$ cat src/rtl/sbus_ext_bridge_if.sv
// ---------------------------------------------------------------------------
// sbus - physical sbus between the core's uncached data path and a responder.
//
// Signals
//   en      master -> slave  transaction request, held until stall drops
//   we      master -> slave  1 = write, 0 = read
//   size    master -> slave  0 = byte, 1 = halfword, 2 = word, 3 = reserved
//   addr    master -> slave  byte address
//   data_w  master -> slave  write data, right-aligned
//   data_r  slave -> master  read data / completion status
//   stall   slave -> master  hold the master while the transaction is pending
// ---------------------------------------------------------------------------
interface sbus;
  logic        en;
  logic        we;
  logic [1:0]  size;
  logic [31:0] addr;
  logic [31:0] data_w;
  logic [31:0] data_r;
  logic        stall;

  modport master (
    output en, we, size, addr, data_w,
    input  data_r, stall
  );

  modport slave (
    input  en, we, size, addr, data_w,
    output data_r, stall
  );
endinterface

$ cat src/rtl/sbus_ext_bridge.sv
// ---------------------------------------------------------------------------
// sbus_ext_bridge - responder end of the sbus, bridging one transaction at a
// time onto a registered req/ack external bus of variable latency.
//
// The core is held with stall while the request is outstanding. The bridge
// produces word-aligned addresses, byte enables from size/addr[1:0],
// lane-replicated write data, and abandons a request that is not acknowledged
// within TIMEOUT+1 request cycles (TIMEOUT = 0 waits forever).
//
// Ports
//   clk        clock
//   rst_n      asynchronous active-low reset
//   bus        sbus slave modport (en/we/size/addr/data_w in, data_r/stall out)
//   ext_req    external request valid (registered)
//   ext_we     external write
//   ext_addr   word address {addr[31:2], 2'b00}
//   ext_be     byte enables
//   ext_wdata  lane-replicated write data
//   ext_ack    external completion, only looked at while a request is out
//   ext_rdata  external read data, valid with ext_ack
//   bus_err    one-cycle pulse when a request times out
// ---------------------------------------------------------------------------
module sbus_ext_bridge #(
  parameter int unsigned TIMEOUT = 255
) (
  input  logic        clk,
  input  logic        rst_n,
  sbus.slave          bus,
  output logic        ext_req,
  output logic        ext_we,
  output logic [31:0] ext_addr,
  output logic [3:0]  ext_be,
  output logic [31:0] ext_wdata,
  input  logic        ext_ack,
  input  logic [31:0] ext_rdata,
  output logic        bus_err
);

  // Counter only needs to reach TIMEOUT; keep at least one bit so the
  // declaration stays legal when the timeout is disabled.
  localparam int unsigned      CNT_W    = (TIMEOUT < 2) ? 1 : $clog2(TIMEOUT + 1);
  localparam logic [CNT_W-1:0] CNT_LAST = CNT_W'(TIMEOUT);
  localparam bit               TMO_EN   = (TIMEOUT != 0);

  typedef enum logic [1:0] {
    IDLE = 2'd0,
    REQ  = 2'd1,
    DONE = 2'd2
  } state_t;

  state_t           state;
  logic [CNT_W-1:0] tmo_cnt;
  logic [31:0]      data_r_q;

  // Byte enables for the addressed lanes. A misaligned halfword keeps the
  // addr[1] half; addr[0] is deliberately ignored. The reserved size 3 is
  // treated as a full word.
  function automatic logic [3:0] byte_enables(input logic [1:0] size,
                                              input logic [1:0] low);
    logic [3:0] be;
    case (size)
      2'd0:    be = 4'b0001 << low;
      2'd1:    be = low[1] ? 4'b1100 : 4'b0011;
      default: be = 4'b1111;
    endcase
    return be;
  endfunction

  // Replicate narrow write data across every lane so the external side can
  // pick the bytes it needs with ext_be alone.
  function automatic logic [31:0] lane_data(input logic [1:0]  size,
                                            input logic [31:0] d);
    logic [31:0] w;
    case (size)
      2'd0:    w = {4{d[7:0]}};
      2'd1:    w = {2{d[15:0]}};
      default: w = d;
    endcase
    return w;
  endfunction

  // stall is combinational so the master sees it in the same cycle it raises
  // en. It only drops in DONE, which is also the cycle data_r is valid. A
  // flushed master (en = 0) is never stalled, even while the external
  // transfer is still running.
  assign bus.stall  = bus.en & (state != DONE);
  assign bus.data_r = data_r_q;

  // Transaction sequencer. IDLE captures the request into the ext_*
  // registers, REQ holds them stable until ack or timeout, DONE presents the
  // response for one cycle. The ext_* registers keep their values after the
  // transfer, so nothing is re-issued until the next IDLE capture. An ack
  // arriving in the timeout cycle still wins. bus_err defaults low so the
  // timeout pulse lasts exactly the DONE cycle.
  always_ff @(posedge clk or negedge rst_n) begin
    if (!rst_n) begin
      state     <= IDLE;
      tmo_cnt   <= '0;
      ext_req   <= 1'b0;
      ext_we    <= 1'b0;
      ext_addr  <= '0;
      ext_be    <= '0;
      ext_wdata <= '0;
      data_r_q  <= '0;
      bus_err   <= 1'b0;
    end else begin
      bus_err <= 1'b0;
      case (state)
        IDLE: begin
          if (bus.en) begin
            ext_req   <= 1'b1;
            ext_we    <= bus.we;
            ext_addr  <= {bus.addr[31:2], 2'b00};
            ext_be    <= byte_enables(bus.size, bus.addr[1:0]);
            ext_wdata <= lane_data(bus.size, bus.data_w);
            tmo_cnt   <= '0;
            state     <= REQ;
          end
        end
        REQ: begin
          if (ext_ack) begin
            data_r_q <= ext_we ? 32'h0000_0000 : ext_rdata;
            ext_req  <= 1'b0;
            state    <= DONE;
          end else if (TMO_EN && (tmo_cnt == CNT_LAST)) begin
            data_r_q <= 32'hFFFF_FFFF;
            bus_err  <= 1'b1;
            ext_req  <= 1'b0;
            state    <= DONE;
          end else if (TMO_EN) begin
            tmo_cnt <= tmo_cnt + 1'b1;
          end
        end
        DONE: begin
          state <= IDLE;
        end
        default: begin
          state   <= IDLE;
          ext_req <= 1'b0;
        end
      endcase
    end
  end

endmodule

$ cat src/flat_wrapper.sv
// flat-port wrapper written by rule: the top's interface ports become plain ports
module sbus_ext_bridge_flat 
#(
  parameter int unsigned TIMEOUT = 255
)
  (clk, rst_n, ext_req, ext_we, ext_addr, ext_be, ext_wdata, ext_ack, ext_rdata, bus_err, bus_en, bus_we, bus_size, bus_addr, bus_data_w, bus_data_r, bus_stall);
  sbus bus_i ();
  input  logic clk;
  input  logic rst_n;
  output logic ext_req;
  output logic ext_we;
  output logic [31:0] ext_addr;
  output logic [3:0] ext_be;
  output logic [31:0] ext_wdata;
  input  logic ext_ack;
  input  logic [31:0] ext_rdata;
  output logic bus_err;
  input wire logic [$bits(bus_i.en)-1:0] bus_en;
  input wire logic [$bits(bus_i.we)-1:0] bus_we;
  input wire logic [$bits(bus_i.size)-1:0] bus_size;
  input wire logic [$bits(bus_i.addr)-1:0] bus_addr;
  input wire logic [$bits(bus_i.data_w)-1:0] bus_data_w;
  output wire logic [$bits(bus_i.data_r)-1:0] bus_data_r;
  output wire logic [$bits(bus_i.stall)-1:0] bus_stall;
  assign bus_i.en = bus_en;
  assign bus_i.we = bus_we;
  assign bus_i.size = bus_size;
  assign bus_i.addr = bus_addr;
  assign bus_i.data_w = bus_data_w;
  assign bus_data_r = bus_i.data_r;
  assign bus_stall = bus_i.stall;
  sbus_ext_bridge #(.TIMEOUT(TIMEOUT)) u_core (.clk(clk), .rst_n(rst_n), .bus(bus_i), .ext_req(ext_req), .ext_we(ext_we), .ext_addr(ext_addr), .ext_be(ext_be), .ext_wdata(ext_wdata), .ext_ack(ext_ack), .ext_rdata(ext_rdata), .bus_err(bus_err));
endmodule
$ cat config.mk
export PLATFORM = sky130hd
export DESIGN_NAME = sbus_ext_bridge_flat
export DESIGN_NICKNAME = d
export VERILOG_FILES = /design/src/rtl/sbus_ext_bridge_if.sv /design/src/rtl/sbus_ext_bridge.sv /design/src/flat_wrapper.sv
export SDC_FILE = /design/constraint.sdc
export NUM_CORES = 1
export LEC_CHECK = 0
export CELL_PAD_IN_SITES_DETAIL_PLACEMENT = 1
export CELL_PAD_IN_SITES_GLOBAL_PLACEMENT = 1
export CORE_MARGIN = 2
export CORE_UTILIZATION = 45
export CTS_CLUSTER_DIAMETER = 100
export CTS_CLUSTER_SIZE = 25
export DETAILED_ROUTE_END_ITERATION = 8
export DONT_BUFFER_PORTS = 1
export PLACE_DENSITY = 0.76
export SYNTH_ARGS = -nofsm -noshare
export SYNTH_HDL_FRONTEND = slang
export SYNTH_SLANG_ARGS = --single-unit
$ cat constraint.sdc
create_clock -name clk -period 2.2 [get_ports clk]
set_input_delay 0.22 -clock clk [delete_from_list [all_inputs] [get_ports clk]]
set_output_delay 0.22 -clock clk [all_outputs]
set_load 0.005 [all_outputs]
==> results of run 1 <==
-- per-layer routing --
layer / up-vias / track usage
met5: - / 0
met4: 0 / 0.0846
met3: 26 / 0.0834
met2: 164 / 0.432
li1: 1616 / -
met1: 1752 / 0.277
-- worst paths after layout --
path	startpoint	end	slack [ns]	depth (start not counted)
hold / removal	rst_n	u_core.ext_wdata[21]$_DFFE_PN0P_	-0.46	0
hold reg to reg	u_core.ext_wdata[6]$_DFFE_PN0P_	u_core.ext_wdata[6]$_DFFE_PN0P_	0.53	2
setup reg to reg	u_core.tmo_cnt[0]$_DFFE_PN0P_	u_core.bus.data_r[30]$_DFFE_PN0P_	0.42	7
max in group asynchronous	rst_n	u_core.ext_wdata[3]$_DFFE_PN0P_	2.46	0
setup / recovery	u_core.tmo_cnt[0]$_DFFE_PN0P_	u_core.bus.data_r[30]$_DFFE_PN0P_	0.42	7
min in group clk	ext_rdata[1]	u_core.bus.data_r[1]$_DFFE_PN0P_	0.02	1
-- repair_timing --
item	CTS	global route
setup endpoints to repair	0	26
gates resized for setup	0	1
endpoints found under the hold margin	170	111
-- final cells by class --
class                   instances  area, um2  share of cell area
clock inverters                 6       66.3              0.0120
multi-input cells             303       1700               0.309
flip-flops and latches        111       2780               0.504
clock buffers                  10        138              0.0250
repair buffers                 64        641               0.116
well taps                     136        170              0.0309
inverters                       5       18.8             0.00341
-- through the flow --
stage | util | total power [mW] | cells | area, um2
6_report | 0.541 | 6.28 | 635 | 5510
5_1_grt | 0.541 | 6.68 | 635 | 5510
4_1_cts | 0.541 | 6.30 | 635 | 5510
3_5_place_dp | 0.463 | 4.93 | 560 | 4710
3_3_place_gp | 0.463 | 4.78 | 560 | 4710
2_1_floorplan | - | 4.46 | 451 | 4680
-- worst register-to-register path, stage by stage, from the launching register on --
cell     delay [ns]
dfrtp_1        0.44
ha_1           0.26
nand3_1        0.15
nor2_2         0.06
o21ai_2        0.11
buf_4          0.34
inv_1          0.11
o22a_1         0.20
-- layout by cell type (no fill, tap or decap), types with 2 or more instances in the layout --
cell type      count
nand2b_1           3
o21ai_0           32
a21oi_1           12
conb_1             2
and3_2             3
dfrtp_1          111
nor2_4             3
a211o_1            2
nand3_1            6
dlygate4sd3_1     59
clkinv_2           2
buf_4              4
nor2b_1            3
clkbuf_8          10
a221o_1           31
inv_1              4
nor3_1             2
mux2i_1           24
a31oi_1            2
inv_6              2
nor2_1            11
nand2_1          149
and3_1             2
-- cell families (layout without fill, tap and decap cells) --
logic type                 after synthesis  in the layout  share of synthesized area
other                                    1              2                   0.000802
AOI/OAI and AO/OA                       88             88                      0.135
adders and majority gates                1              1                    0.00268
muxes                                   24             24                     0.0514
DFF                                    111            111                      0.594
buffers and inverters                   37             85                     0.0455
and+or+nand+nor                        188            188                      0.170
-- power by group through the flow --
stage               registers (mW)  clock network (mW)  logic, mW
floorplan                     3.43                   0       1.03
global placement              3.67                   0       1.12
detailed placement            3.69                   0       1.24
CTS                           3.66                1.30       1.33
global route                  3.78                1.37       1.53
finish                        3.68                1.26       1.34
-- sequential cells by signal, indices dropped and copies added (netlist names) --
name,count
u_core.ext_wdata,32
u_core.state,2
u_core.bus.data_r,32
u_core.tmo_cnt,8
u_core.ext_we,1
u_core.ext_req,1
u_core.ext_addr,30
u_core.bus_err,1
u_core.ext_be,4
==> impl_metrics.tcl, run 1 <==
set metrics [dict create \
    cp_slowest_cell "dfrtp_1" \
    start_util 0.459 \
    synthTopCellsByArea "dfrtp_1 (59%), nand2_1 (12%), a221o_1 (6.6%), mux2i_1 (5.1%), o21ai_0 (3.4%)" \
    antenna_found_initial 0 \
    p_comb_frac 0.213 \
    num_rows 37 \
    hold_slack_ns -0.461 \
    antennaDiodeCount 0 \
    start_kind "flop" \
    power_switching_mw 2.21 \
    drt-pass1-iter-count 4 \
    cp-end-kind "flop" \
    synth_edf_count 0 \
    drt_iter0_drc 215 \
    portBuffers 0 \
    synth.largest_area_cell "dfrtp_1" \
    fin_ws_ns 0.419 \
    violations "negative hold slack" \
    fin_crit_ns 1.78 \
    wl_met2_mm 6.86 \
    cellPowerDensity_nw_per_um2 1140 \
    dr.max_layer_used "met4" \
    cp_max_fo 32 \
    synthCells 450 \
    nets 598 \
    power_frac_clock 0.201 \
    first_global_vias 3904 \
    path_class "flop to flop" \
    worst_pin_slew_ns 0.722 \
    drc_errors 0 \
    fillers 1112 \
    rsz0062_at_grt "false" \
    p_seq_frac 0.586 \
    vias 3558 \
    vias_per_cell 5.60 \
    overflow 0 \
    p_int_mw 4.07 \
    slowest_delay_ns 0.44 \
    wl_met1_mm 5.13 \
    cts_htree_levels 3 \
    synth_area_um2 4680 \
    fmax_mhz 561 \
    yosysWarnings 0 \
    die_w_um 106 \
    status "finished, violations left" \
    cts_buffers 9 \
    worst-path-buf-inv 2 \
    synthArstFlopShare 1.00 \
    cts_sinks 111 \
    coreArea_um2 10200 \
    irDropWorstVdd_v 0.000394 \
    ios 207 \
    ys.flop_type "dfrtp_1" \
    postCtsSetupBuffers 0 \
    slew_viol_final 0 \
    grt_max_degree 112 \
    finalHoldViolations 111 \
    cts_tree "yes" \
    grtUsageTotal 0.245 \
    clk_pin_slew_ns 0.11 \
    dp_hpwl_mm 8.65 \
    synth-seq-cells 111 \
    ctsHoldBuffers 59 \
    die_area_um2 11200 \
    grt_pass1_wl_mm 21.3 \
    required_ns 2.45 \
    setup_tns_ns 0 \
    setup_violations 0 \
    area_growth_syn_to_layout_pct 17.9 \
    arrival_ns 2.03 \
    netlist.area_leader.share 0.594 \
    gp_congestion 0.726 \
    wl_met3_mm 1.24 \
    dpl_worst_slack_ns 0.117 \
    clk_latency_ns 0.37 \
    crit_chain "ha_1, nand3_1, nor2_2, o21ai_2, buf_4, inv_1, o22a_1" \
    maxSlewHeadroom 0.517 \
    max_cap_violations 0 \
    cts_buffer_depth 2 \
    min_period_over_period 0.810 \
    fin_skew_ns 0.0156 \
    wirelength_mm 13.5 \
    syn_area_per_cell_um2 10.4 \
    root_buffer "clkbuf_8" \
    ys_seq_area_frac 0.594 \
    swShare 0.352 \
    wl_per_cell_um 21.3 \
    hp-class "input port to async pin" \
    post_route_cells_drive_above_1_share 0.0701 \
    die_h_um 106 \
    synth_commonest_cells "nand2_1 (149), dfrtp_1 (111), o21ai_0 (32)" \
    p_leak_nw 2.68 \
    detail-route-antenna-nets 0 \
    cpLargestDelayFamily "buffers and inverters" \
    synth_cell_types 39 \
    synth_most_common_cell "nand2_1" \
]
No activity file was read; power rests on OpenSTA's default activity.
==> run 2, diff against run 1 <==
Clock period 2.2 ns to 1.8 ns, I/O delays scaled along.
==> run 2 against run 1 <==
  * The run still ends with negative hold slack left
  * Non-clock buffer count rose by 27
  * Final area is 4.9% higher
  * Clock power is 21% higher
  * Die area stayed put
  * Core utilization up 2.7 points
  * Sequential share of layout area is 2.4 points lower
  * Highest routed layer unchanged
==> impl_metrics.tcl, run 2 (synthesis gave the netlist of run 1 again) <==
set metrics [dict create \
    status "finished, violations left" \
    violations "negative hold slack" \
    die_h_um 106 \
    drt_iter0_drc 248 \
    antennaDiodeCount 0 \
    drt-pass1-iter-count 4 \
    start_kind "flop" \
    fin_crit_ns 1.63 \
    required_ns 2.03 \
    timing.rr.start "u_core.tmo_cnt[0]$_DFFE_PN0P_" \
    vias_per_cell 5.57 \
    timing.rr.end "u_core.bus.data_r[12]$_DFFE_PN0P_" \
    clk_pin_slew_ns 0.11 \
    r2r.worst_path.cells 6 \
    hold_slack_ns -0.501 \
    final_common_cell "nand2_1" \
    fillers 1115 \
    worst_pin_slew_ns 0.715 \
    setup_tns_ns 0 \
    min_period_over_period 0.905 \
    grt_pass1_wl_mm 22.7 \
    coreArea_um2 10200 \
    irDropWorstVdd_v 0.000580 \
    cts_buffer_depth 2 \
    ios 207 \
    finalHoldViolations 111 \
    post_route_cells_drive_above_1_share 0.0798 \
    nets 625 \
    clk_latency_ns 0.36 \
    slew_viol_final 0 \
    grt_max_degree 112 \
    final_cell_mix "nand2_1 (149), dfrtp_1 (111), dlygate4sd3_1 (78)" \
    cellPowerDensity_nw_per_um2 1360 \
    first_global_vias 4126 \
    dpl_worst_slack_ns -0.129 \
    max_cap_violations 0 \
    fmax_mhz 614 \
    cp-end-kind "flop" \
    detail-route-antenna-nets 0 \
    portBuffers 0 \
    num_rows 37 \
    wl_per_cell_um 21.7 \
    path_class "flop to flop" \
    area_growth_syn_to_layout_pct 23.7 \
    hp-class "input port to async pin" \
    cts_tree "yes" \
    overflow 0 \
    cts_buffers 9 \
    cts_sinks 111 \
    p_leak_nw 2.78 \
    wirelength_mm 14.3 \
    root_buffer "clkbuf_8" \
    dp_hpwl_mm 8.66 \
    antenna_found_initial 0 \
    fin_skew_ns 0.0128 \
    drc_errors 0 \
    gp_congestion 0.817 \
    start_util 0.459 \
    vias 3686 \
    die_w_um 106 \
    ctsHoldBuffers 78 \
    maxSlewHeadroom 0.522 \
    setup_violations 0 \
    die_area_um2 11200 \
    fin_ws_ns 0.170 \
    rsz0062_at_grt "false" \
    grtUsageTotal 0.259 \
    arrival_ns 1.86 \
    ff2ff_setup_slack_ns 0.17 \
    cp_max_fo 31 \
    cts_htree_levels 3 \
]
-- run 2: layer usage --
layer  track usage  vias to the layer above  wire length, um  share of wire
met5             0                        -                0              0
met4        0.0733                        0              170          0.012
met3        0.0889                       15             1350          0.094
met2         0.463                      170             7490           0.52
met1         0.294                     1831             5320           0.37
li1              -                     1670                -              -
-- run 2: power breakdown --
part           switching [mW]  internal (mW)  total [mW]
sequential              0.969           3.52        4.48
combinational           0.962          0.875        1.84
clock                   0.867          0.662        1.53
total                    2.80           5.05        7.85
-- run 2: what timing repair did --
item	in CTS	in global routing
endpoints found under the setup margin	31	33
endpoints found under the hold margin	187	111
gates cloned	0	0
gates resized for setup	1	1
buffers inserted	0	2
-- run 2: final cells by class --
class | instances | area, um2 | share of cell area
Sequential cell | 111 | 2780 | 0.480
Timing Repair Buffer | 91 | 916 | 0.158
Inverter | 5 | 18.8 | 0.00325
Clock inverter | 5 | 65.1 | 0.0113
Tap cell | 136 | 170 | 0.0294
Multi-Input combinational cell | 303 | 1700 | 0.295
Clock buffer | 11 | 131 | 0.0227
-- run 2: critical path, cell delays in order, from the launching register on --
cell and delay [ns]:
dfrtp_1 0.37, ha_2 0.20, nand3_1 0.14, nor2_2 0.14, o21ai_2 0.07, buf_4 0.23, a221o_1 0.35
-- run 2: how the worst max path moves through the flow --
stage / depth (start not counted) / endpoint / from / slack (ns)
global placement: 4 / u_core.bus.data_r[17]$_DFFE_PN0P_ / u_core.state[1]$_DFFE_PN0P_ / 0.05
finish: 6 / u_core.bus.data_r[12]$_DFFE_PN0P_ / u_core.tmo_cnt[0]$_DFFE_PN0P_ / 0.17
detailed placement: 4 / u_core.bus.data_r[7]$_DFFE_PN0P_ / u_core.state[1]$_DFFE_PN0P_ / -0.13
floorplan: 7 / u_core.bus.data_r[0]$_DFFE_PN0P_ / u_core.tmo_cnt[0]$_DFFE_PN0P_ / 0.21
global route: 4 / u_core.bus.data_r[15]$_DFFE_PN0P_ / u_core.state[1]$_DFFE_PN0P_ / 0.05
CTS: 6 / u_core.bus.data_r[7]$_DFFE_PN0P_ / u_core.tmo_cnt[0]$_DFFE_PN0P_ / 0.09
-- run 2: metrics by stage --
step / hold slack [ns] / cell area [um2] / utilization / total power, mW / instances
6_report: -0.501 / 5780 / 0.568 / 7.85 / 662
5_1_grt: -0.536 / 5780 / 0.568 / 8.34 / 662
3_5_place_dp: -0.113 / 4780 / 0.470 / 6.10 / 566
3_3_place_gp: -0.112 / 4780 / 0.470 / 5.91 / 566
4_1_cts: -0.523 / 5760 / 0.566 / 7.77 / 660
2_1_floorplan: -0.116 / 4680 / - / 5.45 / 451
==> run 3, diff against run 2 <==
Settings changed: CELL_PAD_IN_SITES_DETAIL_PLACEMENT 1 to 0, HOLD_SLACK_MARGIN from default to 0.1.
==> run 3 against run 2 <==
  * The run still ends with negative hold slack left
  * Sequential share of layout area decreased by 1.6 points
  * Total power decreased by 2.9%
  * Via count increased by 0.49%
  * Worst hold slack about the same
  * Setup slack got worse by 0.039 ns
  * Clock power decreased by 6%
  * Cell count increased by 3.0%
  * Sequential power decreased by 1%
  * Maximum frequency decreased by 2.3%
  * Wire length decreased by 13%
  * Die area unchanged
  * Non-clock buffer count increased by 20
  * Critical endpoint is now u_core.ext_wdata[30]$_DFFE_PN0P_
==> impl_metrics.tcl, run 3 (synthesis gave the netlist of run 1 again) <==
set metrics [dict create \
    detail-route-antenna-nets 0 \
    slew_viol_final 0 \
    area_growth_syn_to_layout_pct 27.9 \
    drc_errors 0 \
    cts_htree_levels 3 \
    ios 207 \
    crit_chain "dlygate4sd3_1, nor2_1, a21oi_1, o21ai_0" \
    power.total_mw 7.62 \
    rsz0062_at_grt "false" \
    max_cap_violations 0 \
    cp_max_fo 27 \
    vias 3704 \
    vias_per_cell 5.43 \
    root_buffer "clkbuf_8" \
    cts_tree "yes" \
    setup_violations 0 \
    drt_iter0_drc 302 \
    arrival_ns 1.92 \
    cp-end-kind "flop" \
    post_route_cells_drive_above_1_share 0.0733 \
    ff2ff_setup_slack_ns 0.14 \
    fin_ws_ns 0.132 \
    cp_slowest_cell "dlygate4sd3_1" \
    seq_area_um2 2780 \
    setup_tns_ns 0 \
    multi_input_area_um2 1700 \
    start_util 0.459 \
    antennaDiodeCount 0 \
    clk_latency_ns 0.36 \
    required_ns 2.05 \
    die_area_um2 11200 \
    ctsHoldBuffers 100 \
    overflow 0 \
    die_h_um 106 \
    wl_per_cell_um 18.3 \
    final_cells 682 \
    cts_sinks 111 \
    finalHoldViolations 111 \
    dp.cells 566 \
    path_class "input port to flop" \
    coreArea_um2 10200 \
    wirelength_mm 12.5 \
    die_w_um 106 \
    cts_buffers 9 \
    portBuffers 0 \
    start_kind "input port" \
    worst_pin_slew_ns 1.14 \
    fin_skew_ns 0.0229 \
    hold_slack_ns -0.501 \
    dp_hpwl_mm 7.64 \
    drt-pass1-iter-count 4 \
    fillers 882 \
    cellPowerDensity_nw_per_um2 1270 \
    hp-class "input port to async pin" \
    grt_pass1_wl_mm 20.1 \
    status "finished, violations left" \
    cts_buffer_depth 2 \
    grt_max_degree 112 \
    clk_pin_slew_ns 0.12 \
    final_common_cell "nand2_1" \
    cpLargestDelayFamily "buffers and inverters" \
    violations "negative hold slack" \
    irDropWorstVdd_v 0.000589 \
    fmax_mhz 599 \
    min_period_over_period 0.927 \
    first_global_vias 3869 \
    grtUsageTotal 0.225 \
    dpl_worst_slack_ns -0.0977 \
    antenna_found_initial 0 \
    final_cell_mix "nand2_1 (149), dfrtp_1 (111), dlygate4sd3_1 (100)" \
    maxSlewHeadroom 0.238 \
    gp_congestion 0.817 \
    num_rows 37 \
    p_leak_nw 2.87 \
    worst-path-buf-inv 1 \
    fin_crit_ns 1.67 \
    slowest_delay_ns 1.29 \
    nets 645 \
]
## run 3: cell types whose count changed in the layout (fill, tap and decap cells not counted), sizes merged
cell         change
dlygate4sd3     +22
buf              -2
clkinvlp         -1
inv              +1
clkinv           +1
bufinv           -1
## run 3: final timing paths
kind                                                  startpoint                           endpoint  cells past startpoint
min in group clk                                     bus_size[1]   u_core.ext_wdata[28]$_DFFE_PN0P_                      3
max in group asynchronous                                  rst_n  u_core.bus.data_r[30]$_DFFE_PN0P_                      0
worst max register to register     u_core.tmo_cnt[0]$_DFFE_PN0P_  u_core.bus.data_r[25]$_DFFE_PN0P_                      6
worst max-delay path                                 bus_size[1]   u_core.ext_wdata[30]$_DFFE_PN0P_                      4
worst min-delay path                                       rst_n   u_core.bus.data_r[0]$_DFFE_PN0P_                      0
worst min register to register  u_core.ext_wdata[29]$_DFFE_PN0P_   u_core.ext_wdata[29]$_DFFE_PN0P_                      2
## run 3: routing by layer
| metal | vias to the layer above | wire, um | global-route usage |
|---|---|---|---|
| li1 | 1706 | - | - |
| met1 | 1803 | 5000 | 0.278 |
| met2 | 172 | 6070 | 0.377 |
| met3 | 23 | 1090 | 0.0723 |
| met4 | 0 | 297 | 0.0733 |
| met5 | - | 0 | 0 |
## run 3: final cells by class
cell class,count,share of cell area
inverter,5,0.00314
tap,136,0.0285
clock buffer,11,0.0236
timing repair buffer,111,0.187
clock inverter,5,0.00837
sequential,111,0.465
multi-input combinational,303,0.284
## run 3: stage by stage
stage | hold slack [ns] | cell area, um2 | utilization
final | -0.501 | 5980 | 0.587
after global routing | -0.543 | 5980 | 0.587
after CTS | -0.523 | 5980 | 0.587
after detailed placement | -0.113 | 4780 | 0.470
after global placement | -0.112 | 4780 | 0.470
after floorplan | -0.116 | 4680 | -
## run 3: power breakdown
part,leakage (nW),internal [mW],switching (mW)
sequential,1.40,3.52,0.904
clock,0.0937,0.571,0.871
combinational,1.38,0.879,0.879
## run 3: repair_timing
item | CTS | global route
gates resized for setup | 1 | 0
buffers inserted | 0 | 0
hold endpoints to repair | 212 | 111
endpoints found under the setup margin | 31 | 0
